<file path="src/rtl/arch_retire_scheduler.sv">
// arch_retire_scheduler: packs in-order ROB retirements onto register file write ports and owns the register file clear sequence.
module arch_retire_scheduler #(
    parameter int RETIRE_WIDTH = 4,
    parameter int NUM_WR_PORTS = 2,
    parameter int NUM_AREGS    = 32,
    parameter int AREG_W       = $clog2(NUM_AREGS)
) (
    input  logic                             clk,
    input  logic                             rst,
    input  logic [RETIRE_WIDTH-1:0]          rob_valid,
    input  logic [RETIRE_WIDTH-1:0]          rob_has_dest,
    input  logic [RETIRE_WIDTH*AREG_W-1:0]   rob_dest_reg,
    input  logic [RETIRE_WIDTH*32-1:0]       rob_result,
    input  logic                             clear_req,
    output logic [$clog2(RETIRE_WIDTH+1)-1:0] retire_cnt,
    output logic [NUM_WR_PORTS-1:0]          wr_valid,
    output logic [NUM_WR_PORTS*AREG_W-1:0]   wr_addr,
    output logic [NUM_WR_PORTS*32-1:0]       wr_data,
    output logic                             init_done
);
    localparam int CW = $clog2(RETIRE_WIDTH + 1);
    typedef enum logic {INIT, RUN} state_t;
    state_t                        state;
    logic [AREG_W:0]               cnt, cnt_nxt;
    logic [RETIRE_WIDTH-1:0]       need, acc, surv;
    logic [CW:0]                   used;
    logic [CW-1:0]                 acc_n;
    logic [CW-1:0]                 rank [RETIRE_WIDTH];
    logic                          stop;
    logic [NUM_WR_PORTS-1:0]       pv;
    logic [NUM_WR_PORTS*AREG_W-1:0] pa, ia;
    logic [NUM_WR_PORTS*32-1:0]    pd;
    // accept the valid prefix while the pre-suppression port demand fits
    always_comb begin
        used  = '0;
        acc_n = '0;
        stop  = 1'b0;
        acc   = '0;
        need  = '0;
        for (int i = 0; i < RETIRE_WIDTH; i++) begin
            need[i] = rob_has_dest[i] && rob_dest_reg[i*AREG_W +: AREG_W] != '0;
            if (!stop && rob_valid[i] && used + (CW+1)'(need[i]) <= (CW+1)'(NUM_WR_PORTS)) begin
                acc[i] = 1'b1;
                used   = used + (CW+1)'(need[i]);
                acc_n  = acc_n + CW'(1);
            end else begin
                stop = 1'b1;
            end
        end
    end
    // a younger accepted write to the same register kills the older one
    always_comb begin
        surv = acc & need;
        for (int i = 0; i < RETIRE_WIDTH; i++)
            for (int j = i + 1; j < RETIRE_WIDTH; j++)
                if (acc[j] && need[j] && rob_dest_reg[j*AREG_W +: AREG_W] == rob_dest_reg[i*AREG_W +: AREG_W])
                    surv[i] = 1'b0;
    end
    always_comb begin
        rank[0] = '0;
        for (int i = 1; i < RETIRE_WIDTH; i++)
            rank[i] = rank[i-1] + CW'(surv[i-1]);
    end
    always_comb begin
        pv = '0;
        pa = '0;
        pd = '0;
        for (int p = 0; p < NUM_WR_PORTS; p++)
            for (int i = 0; i < RETIRE_WIDTH; i++)
                if (surv[i] && rank[i] == CW'(p)) begin
                    pv[p]                  = 1'b1;
                    pa[p*AREG_W +: AREG_W] = rob_dest_reg[i*AREG_W +: AREG_W];
                    pd[p*32 +: 32]         = rob_result[i*32 +: 32];
                end
    end
    always_comb begin
        ia = '0;
        for (int p = 0; p < NUM_WR_PORTS; p++)
            ia[p*AREG_W +: AREG_W] = cnt[AREG_W-1:0] + AREG_W'(p);
    end
    assign cnt_nxt    = cnt + (AREG_W+1)'(NUM_WR_PORTS);
    assign retire_cnt = (!rst || state == INIT || clear_req) ? '0 : acc_n;
    always_ff @(posedge clk) begin
        if (!rst) begin
            state     <= INIT;
            cnt       <= '0;
            wr_valid  <= '0;
            wr_addr   <= '0;
            wr_data   <= '0;
            init_done <= 1'b0;
        end else if (state == INIT) begin
            wr_valid <= '1;
            wr_addr  <= ia;
            wr_data  <= '0;
            if (clear_req) begin
                cnt <= '0;
            end else if (cnt_nxt == (AREG_W+1)'(NUM_AREGS)) begin
                cnt       <= '0;
                state     <= RUN;
                init_done <= 1'b1;
            end else begin
                cnt <= cnt_nxt;
            end
        end else if (clear_req) begin
            state     <= INIT;
            cnt       <= '0;
            init_done <= 1'b0;
            wr_valid  <= '0;
            wr_addr   <= '0;
            wr_data   <= '0;
        end else begin
            wr_valid <= pv;
            wr_addr  <= pa;
            wr_data  <= pd;
        end
    end
endmodule

</file>
<file path="config.mk">
export PLATFORM = sky130hd
export DESIGN_NAME = arch_retire_scheduler
export DESIGN_NICKNAME = d
export VERILOG_FILES = /design/src/rtl/arch_retire_scheduler.sv
export SDC_FILE = /design/constraint.sdc
export NUM_CORES = 1
export LEC_CHECK = 0
export ABC_CLOCK_PERIOD_IN_PS = 12900
export CAP_MARGIN = 20
export CORE_UTILIZATION = 30
export CTS_BUF_LIST = sky130_fd_sc_hd__clkbuf_8
export CTS_CLUSTER_DIAMETER = 120
export DETAILED_ROUTE_END_ITERATION = 6
export GPL_TIMING_DRIVEN = 0
export PLACE_DENSITY = 0.64
export SETUP_SLACK_MARGIN = 0.1
export SYNTH_ARGS = -nofsm -noshare
export SYNTH_HDL_FRONTEND = slang
export SYNTH_SLANG_ARGS = --single-unit
</file>
<file path="constraint.sdc">
create_clock -name clk -period 12.9 [get_ports clk]
set_clock_uncertainty 0.2 [all_clocks]
set_input_delay 1.29 -clock clk [delete_from_list [all_inputs] [get_ports clk]]
set_output_delay 1.29 -clock clk [all_outputs]
set_load 0.02 [all_outputs]
</file>
# Yosys cells after proc, flatten, opt, wreduce, memory -nomap -nowiden
# Cells that the tools add are included.
# word_totals
out_inout_bits,80
ff_bits,84
input_bits,159
word_cells,133
# op_classes
bitwise,3
n_eq_ne,11
n_lt_le_gt_ge,4
n_mux,58
add_sub_neg,10
reduce_logical,41
# op_table
op,count
$mux 32,7
$mux 5,7
$eq 5x5->1,6
$mux 1,30
$logic_and 1x1->1,26
$mux 6,4
$mux 10,2
$reduce_bool 5->1,4
$le 4x2->1 const B,3
$mux 3,4
$add 3x1->3 const B,3
$logic_not 3->1,3
$add 4x1->4,2
$add 6x2->6 const B,1
$eq 6x6->1 const B,1
$mux 2,3
$add 5x1->5 const B,1
$add 1x1->2,2
$and 4x4->4,1
$mux 4,1
$add 2x1->3,1
$eq 3x1->1 const B,1
$logic_not 1->1,3
$reduce_and 3->1,1
other kinds (8),10

# Logic depth before layout (Yosys ltp)
# logic_depth
depth_word,28
mapped_depth,29
ltp_nobuf,26

# Worst setup path before layout
# Ideal clock, no wire load.
# synth_timing
path_type,input -> register
startpoint,input rob_dest_reg[1]
endpoint,register wr_data[18]
required_ns,12.615
setup_time_ns,0.085
arrival_time_ns,8.155
setup_slack_ns,4.461
n_path_buf,3
cell_stages,29
cell_sequence,or4_1 > o211ai_1 > inv_1 > ha_1 > nand2_1 > o21ai_0 > ha_1 > ha_1 > nor3b_1 > o211ai_1 > mux2_2 > ha_1 > ha_1 > a21boi_0 > o21ai_0 > o32ai_2 > buf_2 > nand2_1 > o41ai_1 > inv_1 > ha_1 > ha_1 > ha_1 > nor4_1 > and2_1 > buf_2 > clkbuf_1 > nand3_1 > o31ai_2
# synth_via
elab_chain_cells,25
word_cells_on_any_way,59
cone_classes,add/sub (5); order compare (4); eq/ne (3); mux (20); bitwise (1); reduce/logical (26)
# synth_lines
item,line,text
from (decl),12,"input logic [RETIRE_WIDTH*AREG_W-1:0] rob_dest_reg,"
$reduce_bool 5->1,41,need[i] = rob_has_dest[i] && rob_dest_reg[i*AREG_W +: AREG_W] != '0;
$logic_and 1x1->1,41,
$le 1x2->1,42,if (!stop && rob_valid[i] && used + (CW+1)'(need[i]) <= (CW+1)'(NUM_WR_PORTS)) begin
$logic_and 1x1->1,42,
$mux 1,42,
$add 1x1->2,"42, 44",
$le 4x2->1,42,
$logic_and 1x1->1,42,
[... 8 more ...],n/a,
$mux 1,42,
$logic_and 1x1->1 (2 in series),56,if (acc[j] && need[j] && rob_dest_reg[j*AREG_W +: AREG_W] == rob_dest_reg[i*AREG_W +: AREG_W])
$mux 1,56,
$add 1x1->2 / $logic_not 3->1 (equally long branches),"62, 70",
"$add 2x1->3, or another cell as far along",62,rank[i] = rank[i-1] + CW'(surv[i-1]);
"$logic_not 3->1, or another cell as far along",70,if (surv[i] && rank[i] == CW'(p)) begin
$logic_and 1x1->1 / $mux 32 (equally long branches),70,
$mux 32 (*),70,
to (signal assigned),114,wr_data <= pd;
to (decl),18,"output logic [NUM_WR_PORTS*32-1:0] wr_data,"
# Every way passes the cells marked *; elsewhere a longest branch is shown, timed or not.
# A chain may end at the register's enable or synchronous reset.

# Final worst setup path
# layout_timing
startpoint,input rob_dest_reg[2]
endpoint,register wr_data[29]
# The elaborated chain is that of the path after synthesis.

==> results.tsv <==
metric	value	unit
p_leak	3.06	nW
hold_path_depth	2	
grt_max_degree	16	
ys_warn_count	0	
cts_tree	built	
antenna_cells	0	
initial_core_util	30.6	%
worstPathArrival	10.12	ns
synth_top_area_cell	dfxtp_1	
ant_nets	0	
final_common_cell	clkdlybuf4s50_1	
die_w	137	um
cts_max_path_buffers	2	
critPathMaxStageDelay	0.63	ns
hold_viol	0	
antenna_found_initial	0	
min_period_over_period	78.2	%
row_count	49	
power.ir.vdd_worst	0.0000699	V
syn_area	5500	sq um
cts_resized	0	
slew_headroom	49.9	%
grt_pass1_vias	5763	
finalMaxSlewViolations	0	
die_h	137	um
synth_area_leaders	dfxtp_1 (30%), mux2i_1 (6.7%), and2_1 (4.5%)	
syn_nets	832	
synth_seq_cells	83	
drt_wl_total	22.3	mm
finalCriticalPeriod	10.09	ns
initialDrtViolationCount	367	
ys_types	59	
tns	0	ns
first_pass_iters	6	
setup_violations	0	
drive_gt1_share	7.13	%
via_per_inst	5.24	
timing.rr.start	state	
clk_pin_slew	0.09	ns
ys_async_sr_fraction	0	%
hold_start	init_done	
criticalPathCategory	in -> reg	
dp_hpwl	17.0	mm
fmax	99.1	MHz
r2r-end	wr_data[57]	
crit_required	12.93	ns
max_slew.worst_pin.slew	0.745	ns
synth_ff_type	dfxtp_1	
yosys.area.top_type_share	30.2	%
rr_worst_depth	6	
seq_area_frac_synth	30.2	%
drc	0	
cts_root_buffer	clkbuf_8	
crit_path_frequent_cell	ha_1	
via_count	5911	
syn_inst	659	
coreArea	18000	sq um
routedWlPerCell	19.8	um
ioPinCount	239	
cts_max_level	3	
insertion_delay	0.38	ns
rrSetupSlack	10.46	ns
gr-total-overflow	0	
dieArea	18900	sq um
path_max_fanout	10	
grt_usage	23.2	%
p_per_area	68.4	nW/um^2
io_buffers	223	
min_path_type	reg -> reg	
avgSynthCellArea	8.35	sq um
cp-end-kind	register	
postCtsSetupBuffers	0	
final_cell_mix	clkdlybuf4s50_1 (223), dfxtp_1 (83), nor2_1 (48), clkbuf_1 (43), o21ai_0 (43)	
power	0.000561	W
synth_edf_count	0	
outcome	finished clean	
grt_pass1_wl	32.4	mm
nets	1066	
clkSinkCount	83	
whs_endpoint	init_done	
rsz0062_at_grt	false	
cp_slowest_cell	nor4_1	
area_growth	49.0	%
ctsHoldBuffers	0	
numCtsBuffers	9	
nFillCells	1793	
cap_violations	0	
crit_path_start_kind	input port	
place_congestion	0.901	
routing by layer:
metal,track usage (%),wire [um],vias up
met5,0,0,-
met4,7.88,450,0
met3,4.60,1670,29
met2,39.9,10700,265
met1,28.5,9500,2755
li1,-,-,2862
through the flow:
step           instances  hold WS [ns]  setup slack (ns)  utilization [%]  instance area (sq um)
2_1_floorplan        659         0.266              4.46                -                   5500
3_3_place_gp        1111         0.282              2.41             44.6                   8020
3_5_place_dp        1111         0.292              2.40             44.6                   8020
4_1_cts             1127         0.328              2.80             45.6                   8200
5_1_grt             1127         0.361              2.22             45.6                   8200
6_report            1127         0.330              2.81             45.6                   8200
worst max-delay path: cells and delay by family:
| kind | cells | cell delay [ns] |
|---|---|---|
| adders and majority gates | 8 | 2.07 |
| and+or+nand+nor | 7 | 2.00 |
| muxes | 1 | 0.39 |
| AOI/OAI and AO/OA | 8 | 2.59 |
| buffers and inverters | 5 | 1.74 |
synthesized netlist by cell type (all sizes together), types with 2 or more instances:
library cell  instances
o21a                  3
xor2                  9
mux2i                37
or4                   6
o31ai                36
a21oi                37
nor3                  3
nand2b                3
ha                   13
a31oi                 7
o211ai                5
nand4                 2
inv                  20
dfxtp                83
a41oi                 2
nor2b                37
a32oi                 4
nand3b                4
o32ai                 2
clkbuf               43
and2                 40
nor2                 48
o21ai                45
and3b                 2
buf                  22
a2111oi               5
xnor2                23
nand2                17
nand3                41
and3                  2
and4                  2
nor4                  5
a221oi               37
registers in the layout, summed over array words and instances, names as in the netlist:
register and count:
wr_data 64, wr_addr 10, cnt 5, wr_valid 2, init_done 1, state 1
logic make-up after synthesis:
logic type | Yosys count | share of synthesized area, %
buffers and inverters | 85 | 6.89
and+or+nand+nor | 216 | 21.2
AOI/OAI and AO/OA | 191 | 26.3
muxes | 38 | 6.94
adders and majority gates | 14 | 3.32
DFF | 83 | 30.2
xor gates and xnor gates | 32 | 5.09
power by group:
group	internal, W	switching [W]	total [W]
sequential	0.000257	0.000000737	0.000258
clock	0.0000713	0.000110	0.000181
combinational	0.0000669	0.0000551	0.000122
total	0.000395	0.000165	0.000561
how the worst max path moves through the flow:
stage	start	end	slack [ns]	cells after the start
after floorplan	rob_dest_reg[1]	wr_data[18]	4.46	29
after global placement	rob_dest_reg[1]	wr_data[29]	2.41	29
after detailed placement	rob_dest_reg[1]	wr_data[29]	2.40	29
after CTS	rob_dest_reg[1]	wr_data[29]	2.80	29
after global routing	rob_dest_reg[1]	wr_data[29]	2.22	29
final	rob_dest_reg[2]	wr_data[29]	2.81	29
cell type report:
cell class | instances | area [sq um] | area share [%]
plain buffers | 65 | 304 | 3.71
clock buffers | 9 | 124 | 1.51
clock inverters | 7 | 52.6 | 0.641
inverters | 20 | 75.1 | 0.916
multi-input cells | 491 | 3460 | 42.2
flip-flops and latches | 83 | 1660 | 20.3
well taps | 229 | 287 | 3.50
repair buffers | 223 | 2230 | 27.2
No activity file was read; power rests on OpenSTA's default activity.
